$ cat src/rtl/serial_adder_if.sv
// Operation/result bundle for serial_adder.
// The master side issues operations and the slave side (the adder) returns
// busy/done plus the registered result flags.
interface serial_adder_if #(
    parameter int WIDTH = 16
) ();
    logic             start;
    logic             sub;
    logic [WIDTH-1:0] a;
    logic [WIDTH-1:0] b;
    logic             cIn;
    logic             busy;
    logic             done;
    logic [WIDTH-1:0] y;
    logic             cOut;
    logic             overflow;

    modport master (
        output start, sub, a, b, cIn,
        input  busy, done, y, cOut, overflow
    );

    modport slave (
        input  start, sub, a, b, cIn,
        output busy, done, y, cOut, overflow
    );
endinterface

$ cat src/rtl/serial_adder.sv
// Digit-serial adder/subtractor.
// A DIGIT-bit ripple slice of full adders is reused for WIDTH/DIGIT cycles.
// Operands sit in right-shifting registers, the running carry is held in a
// single flop, and the sum digits are shifted in from the top of a result
// register. y/cOut/overflow are only updated on the completing edge.

// One-bit full adder cell used to build the ripple slice.
module full_adder (
    input  logic a,
    input  logic b,
    input  logic ci,
    output logic s,
    output logic co
);
    assign s  = a ^ b ^ ci;
    assign co = (a & b) | (ci & (a ^ b));
endmodule

module serial_adder #(
    parameter int WIDTH = 16,
    parameter int DIGIT = 1
) (
    input  logic           clk,
    input  logic           rstN,
    serial_adder_if.slave  bus
);
    localparam int N     = WIDTH / DIGIT;
    localparam int CNT_W = $clog2(N + 1);
    localparam logic [CNT_W-1:0] LAST_CNT = CNT_W'(N - 1);

    // Reject illegal geometries at elaboration time.
    generate
        if (WIDTH < 2 || DIGIT < 1 || DIGIT > WIDTH || (WIDTH % DIGIT) != 0) begin : g_param_check
            $error("serial_adder: WIDTH must be >= 2 and a multiple of DIGIT");
        end
    endgenerate

    typedef enum logic [1:0] {
        IDLE = 2'd0,
        RUN  = 2'd1,
        DONE = 2'd2
    } state_t;

    state_t           state_reg;
    state_t           state_next;
    logic             accept;
    logic             last_digit;

    logic [CNT_W-1:0] cnt_reg;
    logic [WIDTH-1:0] a_reg;
    logic [WIDTH-1:0] b_reg;
    logic             carry_reg;
    logic [WIDTH-1:0] y_reg;
    logic             cout_reg;
    logic             ovf_reg;

    logic [DIGIT:0]   carry_chain;
    logic [DIGIT-1:0] sum_digit;
    logic [WIDTH-1:0] res_shift;

    assign last_digit = (cnt_reg == LAST_CNT);

    // Ripple slice: carry_chain[0] is the stored carry, carry_chain[DIGIT]
    // is the carry out of this digit, carry_chain[DIGIT-1] the carry into
    // its top bit (the operand MSB on the last digit).
    assign carry_chain[0] = carry_reg;
    generate
        for (genvar gi = 0; gi < DIGIT; gi++) begin : g_slice
            full_adder u_fa (
                .a  (a_reg[gi]),
                .b  (b_reg[gi]),
                .ci (carry_chain[gi]),
                .s  (sum_digit[gi]),
                .co (carry_chain[gi+1])
            );
        end
    endgenerate

    // Result assembly. Only the upper WIDTH-DIGIT bits of the partial result
    // need storing: the bottom digit of the shifted value is always dropped
    // on the next shift, except on completion where res_shift goes to y.
    generate
        if (N == 1) begin : g_single
            assign res_shift = sum_digit;
        end else begin : g_multi
            logic [WIDTH-DIGIT-1:0] res_hi_reg;

            // Shift each new sum digit in from the top while running.
            always_ff @(posedge clk or negedge rstN) begin
                if (!rstN) begin
                    res_hi_reg <= '0;
                end else if (state_reg == RUN) begin
                    res_hi_reg <= res_shift[WIDTH-1:DIGIT];
                end
            end

            assign res_shift = {sum_digit, res_hi_reg};
        end
    endgenerate

    // State register.
    always_ff @(posedge clk or negedge rstN) begin
        if (!rstN) begin
            state_reg <= IDLE;
        end else begin
            state_reg <= state_next;
        end
    end

    // Next-state logic; start is only looked at in IDLE and DONE.
    always_comb begin
        state_next = state_reg;
        accept     = 1'b0;
        case (state_reg)
            IDLE: begin
                if (bus.start) begin
                    accept     = 1'b1;
                    state_next = RUN;
                end
            end
            RUN: begin
                if (last_digit) begin
                    state_next = DONE;
                end
            end
            DONE: begin
                if (bus.start) begin
                    accept     = 1'b1;
                    state_next = RUN;
                end else begin
                    state_next = IDLE;
                end
            end
            default: begin
                state_next = IDLE;
            end
        endcase
    end

    // Operand capture on accept, digit shifting and counting while running.
    always_ff @(posedge clk or negedge rstN) begin
        if (!rstN) begin
            a_reg     <= '0;
            b_reg     <= '0;
            carry_reg <= 1'b0;
            cnt_reg   <= '0;
        end else if (accept) begin
            a_reg     <= bus.a;
            b_reg     <= bus.sub ? ~bus.b : bus.b;
            carry_reg <= bus.sub ? 1'b1 : bus.cIn;
            cnt_reg   <= '0;
        end else if (state_reg == RUN) begin
            a_reg     <= a_reg >> DIGIT;
            b_reg     <= b_reg >> DIGIT;
            carry_reg <= carry_chain[DIGIT];
            if (!last_digit) begin
                cnt_reg <= cnt_reg + 1'b1;
            end
        end
    end

    // Visible results load together on the final digit and otherwise hold.
    always_ff @(posedge clk or negedge rstN) begin
        if (!rstN) begin
            y_reg    <= '0;
            cout_reg <= 1'b0;
            ovf_reg  <= 1'b0;
        end else if (state_reg == RUN && last_digit) begin
            y_reg    <= res_shift;
            cout_reg <= carry_chain[DIGIT];
            ovf_reg  <= carry_chain[DIGIT-1] ^ carry_chain[DIGIT];
        end
    end

    assign bus.busy     = (state_reg == RUN);
    assign bus.done     = (state_reg == DONE);
    assign bus.y        = y_reg;
    assign bus.cOut     = cout_reg;
    assign bus.overflow = ovf_reg;
endmodule

$ cat src/flat_wrapper.sv
// flat-port wrapper written by rule: the top's interface ports become plain ports
module serial_adder_flat 
#(
    parameter int WIDTH = 16,
    parameter int DIGIT = 1
)
  (clk, rstN, bus_start, bus_sub, bus_a, bus_b, bus_cIn, bus_busy, bus_done, bus_y, bus_cOut, bus_overflow);
  serial_adder_if #(.WIDTH(WIDTH)) bus_i ();
  input  logic clk;
  input  logic rstN;
  input wire logic [$bits(bus_i.start)-1:0] bus_start;
  input wire logic [$bits(bus_i.sub)-1:0] bus_sub;
  input wire logic [$bits(bus_i.a)-1:0] bus_a;
  input wire logic [$bits(bus_i.b)-1:0] bus_b;
  input wire logic [$bits(bus_i.cIn)-1:0] bus_cIn;
  output wire logic [$bits(bus_i.busy)-1:0] bus_busy;
  output wire logic [$bits(bus_i.done)-1:0] bus_done;
  output wire logic [$bits(bus_i.y)-1:0] bus_y;
  output wire logic [$bits(bus_i.cOut)-1:0] bus_cOut;
  output wire logic [$bits(bus_i.overflow)-1:0] bus_overflow;
  assign bus_i.start = bus_start;
  assign bus_i.sub = bus_sub;
  assign bus_i.a = bus_a;
  assign bus_i.b = bus_b;
  assign bus_i.cIn = bus_cIn;
  assign bus_busy = bus_i.busy;
  assign bus_done = bus_i.done;
  assign bus_y = bus_i.y;
  assign bus_cOut = bus_i.cOut;
  assign bus_overflow = bus_i.overflow;
  serial_adder #(.WIDTH(WIDTH), .DIGIT(DIGIT)) u_core (.clk(clk), .rstN(rstN), .bus(bus_i));
endmodule
$ cat config.mk
export PLATFORM = sky130hd
export DESIGN_NAME = serial_adder_flat
export DESIGN_NICKNAME = d
export VERILOG_FILES = /design/src/rtl/serial_adder_if.sv /design/src/rtl/serial_adder.sv /design/src/flat_wrapper.sv
export SDC_FILE = /design/constraint.sdc
export NUM_CORES = 1
export LEC_CHECK = 0
export CORE_MARGIN = 2
export CORE_UTILIZATION = 35
export CTS_BUF_LIST = sky130_fd_sc_hd__clkbuf_4 sky130_fd_sc_hd__clkbuf_8 sky130_fd_sc_hd__clkbuf_16
export CTS_CLUSTER_SIZE = 20
export DETAILED_ROUTE_END_ITERATION = 10
export GPL_ROUTABILITY_DRIVEN = 0
export PLACE_DENSITY_LB_ADDON = 0.1
export SETUP_SLACK_MARGIN = 0.4
export SLEW_MARGIN = 25
export SYNTH_ARGS = -nofsm -noshare
export SYNTH_HDL_FRONTEND = slang
export SYNTH_SLANG_ARGS = --single-unit
export TNS_END_PERCENT = 20
$ cat constraint.sdc
create_clock -name clk -period 1.9 [get_ports clk]
set_input_delay 0.38 -clock clk [delete_from_list [all_inputs] [get_ports clk]]
set_output_delay 0.38 -clock clk [all_outputs]
set_load 0.02 [all_outputs]
==> results.txt, run 1 <==
- Initial antenna violation count: 0
- Gate count of the mapped netlist: 328
- Row generation in the floorplan step produced 35 rows.
* Gr ovfl total: 0
- For this run, design rule violations remaining after detail routing come to 0.
* Status: completed
* Count of pins on the block boundary: 57
* Critical path class: reg2reg
* Area taken by flip-flops and latches: 1830 µm²
- Share of the cycle needed by the critical path after routing: 92.9%
- The final route contains 2,458 vias.
- In the layout the commonest cells are 105 x sky130_fd_sc_hd__nand2_1, 73 x sky130_fd_sc_hd__dfrtp_1, 49 x sky130_fd_sc_hd__clkdlybuf4s50_1, 33 x sky130_fd_sc_hd__nor2_1, 29 x sky130_fd_sc_hd__a31oi_1.
* Final setup viols: 0
- The worst setup path is captured at a flop.
- Syn_nets: 368
* Area used by multi-input combinational logic: 1310 µm²
- Buffers inserted during clock tree synthesis total 9.
* Transition time of the tightest slew-check pin: 471 ps
* Wire length of the first global-routing pass: 11,000 µm
- TritonCTS built the clock tree.
- The count of final max-slew check failures came to 0.
- Across every metal layer, demand over resource in global routing totals 13.9%.
- After clock tree synthesis, the clock-pin slew on the worst setup and hold paths is 80 ps.
- Dividing the detail-routed via count by the number of cells gives 4.87.
- For this run, the number of standard cells in the final layout without fillers is 505.
- Slew headroom: 68.6%
* DRC marker count from the first detailed-route iteration: 121
* Area growth from synthesis to layout: 28.6%
- Based on the critical path, the design can be clocked at up to 0.566 GHz.
- Most common cell after layout, fill and taps aside: sky130_fd_sc_hd__nand2_1
- Across the VDD grid, the largest voltage drop is 0.459 mV.
- The number of failing hold endpoints at the final stage was 0.
- Post-route setup TNS: 0 ps
- In this run the number of H-tree levels came out at 3.
- Largest net degree at the start of global routing: 48
- Sum of routed wire length over all layers: 6340 µm
* Die height: 100 µm
- The die is 100 µm wide.
* Max-cap violations: 0
- Clock latency on the worst-skew pair, taken at its later pin, is 340 ps.
* Die Area: 10,100 µm²
- The number of global-route vias before repair was 2,357.
- Required time worst endpoint: 2120 ps
- Sequential element share of the synthesized area: 56.3%
- Largest fanout on the critical path: 6
- Filler instances: 931
- The Yosys step of the flow raised 0 warnings.
- STA puts the critical path data arrival time at 1990 ps.
* Diodes inserted: 0
* Number of flip-flops and latches in the synthesized netlist: 73
- Setup repair after global routing could not meet its margin everywhere.
- Library cell used as clock root buffer: sky130_fd_sc_hd__clkbuf_8
- Fraction of final layout cells with drive strength greater than 1: 16.0%
- Number of distinct library cell variants in the gate-level netlist after synthesis: 29
- Summed over all cells, the static leakage comes to 1.89 nW.
- The worst setup path is launched from a flop.
* Max Clock Skew: 5.86 ps
- The tightest min-delay check is of the reg2reg type.
* Clock buffer depth: 2
- Final routed wire length divided by cell count: 12.6 µm
* Placed wire-length estimate: 4090 µm
- For this run, the post-layout net count is 429.
* Power Dens Cells: 1580 nW/µm²
- The count of nets left with antenna violations once routing finished came out at 0.
- Counting every sink on the clock net gives 73.
- DP Cell Count: 483
- The mapped netlist covers 3250 µm².
- In this run the mean area of a mapped cell was 9.90 µm².
* Initial standard-cell utilization of the core: 35.6%
* Core Box Area: 9110 µm²
- First-pass detailed-route iteration total: 4
- Final critical-path required period: 1770 ps
* Port Buffers: 56
[stage by stage]
step | power, mW | utilization, % | worst slack (ps) | hold WS (ps) | area (µm²)
2_1_floorplan | 4.63 | - | 136 | 84.4 | 3270
3_3_place_gp | 5.43 | 43.3 | 141 | 346 | 3940
3_5_place_dp | 5.50 | 43.3 | 92.4 | 344 | 3940
4_1_cts | 6.65 | 45.7 | 148 | 500 | 4160
5_1_grt | 7.16 | 45.8 | 66.5 | 522 | 4170
6_report | 6.58 | 45.8 | 134 | 494 | 4170
[cell families after synthesis]
group           Yosys count  share of synthesized area, %
compound gates           41                          8.64
fa+ha+maj                 3                          1.39
simple gates            150                          18.3
buf+inv                  27                          4.93
xor+xnor                 17                          4.59
flops                    73                          56.3
mux                      17                          5.90
[layer usage]
layer	wire [µm]	vias to the layer above	part of all wire [%]	track usage, %
li1	-	1201	-	-
met1	3050	1202	48	18.8
met2	2970	53	47	21.4
met3	281	2	4.4	4.60
met4	36	0	0.57	3.79
met5	0	-	0	0
[worst paths after layout]
check                                         startpoint                       endpoint  slack (ps)  cells past startpoint
setup / recovery                       u_core.cnt_reg[1]              u_core.cnt_reg[3]         130                      6
hold / removal             u_core.g_multi.res_hi_reg[14]  u_core.g_multi.res_hi_reg[13]         490                      2
setup reg to reg                       u_core.cnt_reg[1]              u_core.cnt_reg[3]         130                      6
hold reg to reg            u_core.g_multi.res_hi_reg[14]  u_core.g_multi.res_hi_reg[13]         490                      2
max in group asynchronous                           rstN            u_core.state_reg[1]         840                      3
min in group asynchronous                           rstN                u_core.bus.y[1]         510                      2
[Yosys cell counts]
master                     count  share of area [%]
sky130_fd_sc_hd__fa_1          1               0.62
sky130_fd_sc_hd__and3_1        1               0.19
sky130_fd_sc_hd__ha_1          2               0.77
sky130_fd_sc_hd__buf_4         2               0.46
sky130_fd_sc_hd__a221o_1       1               0.31
sky130_fd_sc_hd__o31ai_2       2               0.77
sky130_fd_sc_hd__o211ai_1      1               0.23
sky130_fd_sc_hd__nand3_1       4               0.62
sky130_fd_sc_hd__dfrtp_1      73                 56
sky130_fd_sc_hd__o21ai_0       4               0.62
sky130_fd_sc_hd__inv_2         1               0.12
sky130_fd_sc_hd__nand2_1     105                 12
sky130_fd_sc_hd__clkbuf_1      4               0.46
sky130_fd_sc_hd__inv_1         4               0.46
sky130_fd_sc_hd__or3b_1        1               0.27
sky130_fd_sc_hd__o22ai_1       1               0.19
sky130_fd_sc_hd__nand2b_1      2               0.39
sky130_fd_sc_hd__xnor2_1       1               0.27
sky130_fd_sc_hd__o211ai_2      1               0.39
sky130_fd_sc_hd__nand3b_1      1               0.23
sky130_fd_sc_hd__a31oi_1      29                5.6
sky130_fd_sc_hd__a22o_1        2               0.54
sky130_fd_sc_hd__nor3_1        1               0.15
sky130_fd_sc_hd__xor2_1       16                4.3
sky130_fd_sc_hd__mux2_2       17                5.9
sky130_fd_sc_hd__buf_6         5                1.7
sky130_fd_sc_hd__and2b_1       2               0.46
sky130_fd_sc_hd__nor2_1       33                3.8
sky130_fd_sc_hd__buf_2        11                1.7
[area by class of cell]
| type | instances | share of cell area (%) |
|---|---|---|
| sequential | 73 | 43.8 |
| tap | 111 | 3.33 |
| clock inverter | 6 | 1.08 |
| multi-input combinational | 229 | 31.3 |
| inverter | 5 | 0.450 |
| clock buffer | 10 | 3.15 |
| timing repair buffer | 71 | 17.0 |
[critical path: stages (launching register included)]
cell and delay (ps):
sky130_fd_sc_hd__dfrtp_1 400, sky130_fd_sc_hd__ha_2 190, sky130_fd_sc_hd__and3_4 180, sky130_fd_sc_hd__ha_4 150
sky130_fd_sc_hd__or3b_4 410, sky130_fd_sc_hd__o211ai_1 220, sky130_fd_sc_hd__o31ai_2 100
[power by group]
| group | total, mW | internal [mW] | switching (mW) | leakage (nW) |
|---|---|---|---|---|
| sequential | 2.73 | 2.30 | 0.432 | 0.891 |
| clock | 1.08 | 0.490 | 0.590 | 0.0819 |
| combinational | 2.77 | 1.30 | 1.47 | 0.916 |
[what timing repair did]
action,CTS,global route
setup buffers,3,1
pin swaps,5,2
hold buffers,1,0
endpoints found under the hold margin,30,0
setup endpoints to repair,43,43
gates cloned,1,0
gates resized for setup,11,4
Note: power is estimated with default switching activity, not from simulation.
==> run 2: changes to the inputs <==
--- a/config.mk
+++ b/config.mk
@@ -5,12 +5,14 @@
 export SDC_FILE = /design/constraint.sdc
 export NUM_CORES = 1
 export LEC_CHECK = 0
+export CAP_MARGIN = 20
 export CORE_MARGIN = 2
 export CORE_UTILIZATION = 35
 export CTS_BUF_LIST = sky130_fd_sc_hd__clkbuf_4 sky130_fd_sc_hd__clkbuf_8 sky130_fd_sc_hd__clkbuf_16
 export CTS_CLUSTER_SIZE = 20
 export DETAILED_ROUTE_END_ITERATION = 10
 export GPL_ROUTABILITY_DRIVEN = 0
+export MAX_ROUTING_LAYER = met4
 export PLACE_DENSITY_LB_ADDON = 0.1
 export SETUP_SLACK_MARGIN = 0.4
 export SLEW_MARGIN = 25
==> results.txt, run 2 (synthesized netlist as in run 1, its figures left out) <==
- The H-tree generated during clock tree synthesis spans 3 levels.
- The clock reaches the later pin of the worst-skew pair after 350 ps.
- Vias per cell: 4.85
- First-pass detailed-route iteration total: 4
* Largest fanout on the critical path: 6
* Filler instances: 931
- The flow ran to the end, and the final reports show no timing, DRC or antenna violations.
- Across the whole layout, storage elements account for 1830 µm².
- The worst hold path belongs to the class reg2reg.
- The first global-routing pass estimated 11,000 µm of wire.
* Die Area: 10,100 µm²
- Combinational logic is responsible for 42.0% of the overall power.
- No sink is reached through more buffers than the 2 on the longest clock path.
- In this run the power spent charging and discharging nets is 2.50 mW.
- Placed wire-length estimate: 4090 µm
- Share of the cycle needed by the critical path after routing: 92.7%
- Area used by multi-input combinational logic: 1310 µm²
- Remaining design rule violation count: 0
- ANT nets after route: 0
- Initial antenna violation count: 0
- The number of global-route vias before repair is 2,352.
- Library cell used as clock root buffer: sky130_fd_sc_hd__clkbuf_8
* Final WS setup: 139 ps
- After detailed routing, the total wire length is 6380 µm.
- TritonCTS clock tree: done
* Clock power share: 16.5%
* Proportion of total power due to net switching: 37.9%
* DRC marker count from the first detailed-route iteration: 122
- DP Cell Count: 483
- Power Dens Cells: 1580 nW/µm²
* Critical R2R Launch: u_core.cnt_reg[1]
- Reg2Reg Setup Slack: 140 ps
- Via count: 2,449
- Critical path class: reg2reg
- Count of pins on the block boundary: 57
- The endpoint identified for the worst register-to-register timing path is u_core.cnt_reg[3].
- The finished layout holds 505 standard cells, fillers aside.
- Final routed wire length divided by cell count: 12.6 µm
- Reg2reg path depth: 6
- Required time worst endpoint: 2130 ps
* Crit path from: u_core.cnt_reg[1]
* Core Box Area: 9110 µm²
* Number of standard-cell rows in the floorplan: 35
- STA classifies the critical path endpoint as a flop.
- Gr ovfl total: 0
- Cts bufs inserted: 9
- Worst-path clk slew: 90 ps
- Worst Hold Slack: 493 ps
- The tree built by TritonCTS fans out to 73 sinks.
* Area growth from synthesis to layout: 28.6%
* Maximum vdd ir drop: 0.457 mV
- At the placement stage, the worst setup path has a slack of 92.4 ps.
- For the pin with the worst max-slew slack, the measured transition is 465 ps.
- Fraction of final layout cells with drive strength greater than 1: 16.0%
- Number of nets in the final layout: 429
- In this run the static leakage power is 1.89 nW.
- Final setup viols: 0
- Setup repair after global routing could not meet its margin everywhere.
- In the layout the commonest cells are 105 x sky130_fd_sc_hd__nand2_1, 73 x sky130_fd_sc_hd__dfrtp_1, 49 x sky130_fd_sc_hd__clkdlybuf4s50_1, 33 x sky130_fd_sc_hd__nor2_1, 29 x sky130_fd_sc_hd__a31oi_1.
- Relative contribution of sequential cells to total power: 41.5%
* Final design utilization: 45.8%
* Post-route setup TNS: 0 ps
- Port Buffers: 56
- Max Clock Skew: 8.27 ps
- Max Transition Viols Final: 0
* Slew headroom: 69.0%
* Max frequency: 0.568 GHz
* Hold Violations, Final: 0
* Die width: 100 µm
* Die height: 100 µm
* Diodes inserted: 0
- Subtracting the final worst setup slack from the clock period gives 1760 ps.
- Initial standard-cell utilization of the core: 35.6%
- Leaving out fill and tap cells, the most frequent cell in the layout is sky130_fd_sc_hd__nand2_1.
- Entering global routing, the biggest net connects 48 pins.
- In this run the worst setup path terminates at u_core.cnt_reg[3].
* Type of origin of the critical path: flop
- Int Power: 4.09 mW
- Global routing used 14.3% of the available tracks.
* Arrival time at the worst endpoint: 1990 ps
- Max-cap violations in this run came to 0.
-- run 2: per-layer routing --
metal	part of all wire (%)	global-route usage, %	vias to the layer above
li1	-	-	1200
met1	48	18.9	1188
met2	46	21.4	54
met3	4.7	4.46	7
met4	0.89	3.79	0
met5	0	-	-
-- run 2: worst min-delay path by stage --
stage | depth (start not counted) | endpoint | start | slack (ps)
floorplan | 0 | u_core.a_reg[0] | rstN | 80
global placement | 1 | u_core.bus.y[1] | rstN | 350
detailed placement | 1 | u_core.g_multi.res_hi_reg[0] | rstN | 340
CTS | 2 | u_core.g_multi.res_hi_reg[0] | rstN | 500
global route | 2 | u_core.bus.y[1] | rstN | 520
finish | 2 | u_core.g_multi.res_hi_reg[13] | u_core.g_multi.res_hi_reg[14] | 490
-- run 2: power by group through the flow --
stage,Combinational [mW],Clock (mW),Sequential [mW]
after floorplan,1.73,0,2.90
after global placement,2.68,0,2.75
after detailed placement,2.73,0,2.77
after CTS,2.77,1.14,2.74
after global routing,3.13,1.19,2.84
final,2.76,1.09,2.73
-- run 2: what timing repair did --
item | 4_1_cts | 5_1_grt
hold buffers | 1 | 0
endpoints found under the hold margin | 30 | 0
gates cloned | 1 | 0
buffers inserted | 3 | 1
gates resized for setup | 11 | 4
pin swaps | 5 | 2
setup endpoints to repair | 43 | 48
-- run 2: area by class of cell --
cell class                      count  share of cell area, %
Sequential cell                    73                   43.8
Multi-Input combinational cell    229                   31.3
Timing Repair Buffer               71                   17.0
Tap cell                          111                   3.33
Clock buffer                       10                   3.15
Clock inverter                      6                   1.08
Inverter                            5                  0.450
-- run 2: metrics by stage --
stage	area (µm²)	total power [mW]
2_1_floorplan	3270	4.63
3_3_place_gp	3940	5.43
3_5_place_dp	3940	5.50
4_1_cts	4160	6.65
5_1_grt	4170	7.16
6_report	4170	6.58
-- run 2: critical path: stages (launching register included) --
cell and delay (ps):
sky130_fd_sc_hd__dfrtp_1 400, sky130_fd_sc_hd__ha_2 180, sky130_fd_sc_hd__and3_4 180, sky130_fd_sc_hd__ha_4 150, sky130_fd_sc_hd__or3b_4 410, sky130_fd_sc_hd__o211ai_1 220
sky130_fd_sc_hd__o31ai_2 100
==> run 3: changes to the inputs <==
--- a/config.mk
+++ b/config.mk
@@ -6,10 +6,11 @@
 export NUM_CORES = 1
 export LEC_CHECK = 0
 export CAP_MARGIN = 20
+export CORE_ASPECT_RATIO = 1.25
 export CORE_MARGIN = 2
-export CORE_UTILIZATION = 35
+export CORE_UTILIZATION = 47
 export CTS_BUF_LIST = sky130_fd_sc_hd__clkbuf_4 sky130_fd_sc_hd__clkbuf_8 sky130_fd_sc_hd__clkbuf_16
-export CTS_CLUSTER_SIZE = 20
+export CTS_CLUSTER_SIZE = 14
 export DETAILED_ROUTE_END_ITERATION = 10
 export GPL_ROUTABILITY_DRIVEN = 0
 export MAX_ROUTING_LAYER = met4
==> results.txt, run 3 (synthesized netlist as in run 1, its figures left out) <==
- The flow ran to the end, and the final reports show no timing, DRC or antenna violations.
- For the worst setup path, the data arrival time is 2000 ps.
- Entering global routing, the biggest net connects 46 pins.
- Setup repair after global routing could not meet its margin everywhere.
- Initial standard-cell utilization of the core: 49.1%
- During I/O placement, the number of pins put on the boundary was 57.
- Setup violations remaining at the end of the flow were counted as 0.
* First-pass detailed-route iteration total: 4
- After clock tree synthesis, the clock-pin slew on the worst setup and hold paths is 80 ps.
- Final design utilization: 64.1%
* Number of levels the H-tree was split into: 3
- The library cells used most frequently in the layout, excluding fill and tap cells, are 105 x sky130_fd_sc_hd__nand2_1, 72 x sky130_fd_sc_hd__dfrtp_1, 51 x sky130_fd_sc_hd__clkdlybuf4s50_1, 33 x sky130_fd_sc_hd__nor2_1, 29 x sky130_fd_sc_hd__a31oi_1.
- Filler instances: 571
- Share of the cycle needed by the critical path after routing: 93.5%
- Cells along the critical path: ha_2 > and3_4 > ha_4 > or3b_4 > o211ai_1 > o31ai_2
- DRC marker count from the first detailed-route iteration: 55
- TritonCTS built the clock tree.
* Area taken by flip-flops and latches: 1830 µm²
- Along the worst hold path, the cell count comes to 2.
- The root buffer cell chosen for the clock tree is sky130_fd_sc_hd__clkbuf_8.
- Master of the slowest instance on the critical path: sky130_fd_sc_hd__or3b_4
- Compared with the post-synthesis result, the final layout area differs by 30.5%.
* Port Buffers: 56
- The floorplan step set the die width to 78.3 µm.
- 0 antenna diodes ended up in the layout.
* Critical register-to-register path endpoint: u_core.cnt_reg[3]
- Type of origin of the critical path: flop
- Die Area: 7590 µm²
- Wire length of the first global-routing pass: 11,000 µm
- Largest incremental delay on the critical path: 410 ps
- Max Clock Skew: 7.69 ps
- Clock insertion delay at the later pin of the skew report: 340 ps
- In the final routed layout, each cell accounts on average for 13.3 µm.
- Maximum vdd ir drop: 0.717 mV
- CP delay by family, top: simple AND/OR/NAND/NOR gates
- After detailed routing, the total wire length is 6400 µm.
- In the routed design, unresolved DRC markers number 0.
- Hold Violations, Final: 0
- Across every metal layer, demand over resource in global routing totals 18.7%.
* Max frequency: 0.563 GHz
- The worst setup path is captured at a flop.
- Max Transition Viols Final: 0
- Number of nets in the final layout: 430
- Power spread over the standard cell area amounts to 1640 nW/µm².
* Post-Place Cell Area: 3900 µm²
- The tool flagged a number of max-cap violations equal to 0.
* Buffer and inverter count on the worst path: 0
- Measured along the y axis, the die boundary spans 96.9 µm.
- After routing the design area is 4240 µm².
- Counting buffers and inverters, the worst setup path is 6 cells deep.
* Vias per cell: 5.07
* Slew headroom: 73.6%
* Clock buffer depth: 2
* Initial antenna violation count: 0
- The worst register-to-register path has a depth of 6.
- In this run the critical register-to-register path is launched from u_core.cnt_reg[0].
- In this run the standard cell core region covers 6610 µm².
- ANT nets after route: 0
* Type of the worst min-delay path: reg2reg
- Cts bufs inserted: 9
- Worst Hold Slack: 471 ps
- The initialized floorplan defines 33 standard-cell rows.
- The number of global-route vias before repair was 2,487.
- For hold timing, the worst endpoint is u_core.g_multi.res_hi_reg[0].
- At the worst endpoint, the required time is 2120 ps.
- Detailed placement ended at an HPWL of 4040 µm.
- Final critical-path required period: 1780 ps
- Summed over all cells, the static leakage comes to 1.95 nW.
- Area used by multi-input combinational logic: 1320 µm²
- Most common cell after layout, fill and taps aside: sky130_fd_sc_hd__nand2_1
- Critical path class: reg2reg
- Cells with a size suffix above 1 make up 16.2% of the layout.
- The worst hold path begins at u_core.g_multi.res_hi_reg[0].
* Largest fanout on the critical path: 6
- Transition time of the tightest slew-check pin: 396 ps
* Clock net sink count: 73
- Via count: 2,442
* Post-route setup TNS: 0 ps
- Reg2Reg Setup Slack: 120 ps
- Gr ovfl total: 0
## run 3: power by group
part           internal, mW  switching, mW  total [mW]  leakage (nW)
sequential             2.30          0.436        2.74         0.891
combinational          1.44           1.52        2.97         0.958
clock                 0.693          0.567        1.26         0.106
## run 3: layout make-up
type	count	area share, %
clock buffers	12	3.75
clock inverters	4	1.21
inverters	5	0.443
multi-input cells	229	31.2
flip-flops and latches	73	43.1
well taps	87	2.57
repair buffers	72	17.7
## run 3: how the worst max path moves through the flow
stage	startpoint	end	slack, ps
floorplan	u_core.cnt_reg[0]	u_core.cnt_reg[2]	140
global placement	u_core.cnt_reg[1]	u_core.cnt_reg[3]	140
detailed placement	u_core.cnt_reg[0]	u_core.cnt_reg[3]	90
CTS	u_core.cnt_reg[0]	u_core.cnt_reg[3]	150
global route	u_core.cnt_reg[0]	u_core.cnt_reg[3]	80
finish	u_core.cnt_reg[0]	u_core.cnt_reg[3]	120
## run 3: worst reg2reg max path: stages (launching register included)
cell and delay (ps):
sky130_fd_sc_hd__dfrtp_1 400, sky130_fd_sc_hd__ha_2 190, sky130_fd_sc_hd__and3_4 180, sky130_fd_sc_hd__ha_4 160, sky130_fd_sc_hd__or3b_4 410, sky130_fd_sc_hd__o211ai_1 220, sky130_fd_sc_hd__o31ai_2 90
## run 3: per-layer routing
layer	up-vias	global-route usage [%]	wire, µm
li1	1198	-	-
met1	1173	21.7	2860
met2	58	31.1	3180
met3	13	3.54	237
met4	0	8.50	129
met5	-	-	0
## run 3: repair_timing
item,CTS,global route
endpoints found under the setup margin,67,83
pin swaps,3,2
setup buffers,3,2
hold endpoints to repair,30,0
hold buffers,1,0
cloned,1,1
resized for setup,17,10
## run 3: through the flow
stage | setup slack, ps | power, mW | instances
2_1_floorplan | 136 | 4.63 | 328
3_3_place_gp | 139 | 5.39 | 458
3_5_place_dp | 94.4 | 5.50 | 458
4_1_cts | 149 | 6.86 | 479
5_1_grt | 83.5 | 7.52 | 482
6_report | 123 | 6.97 | 482
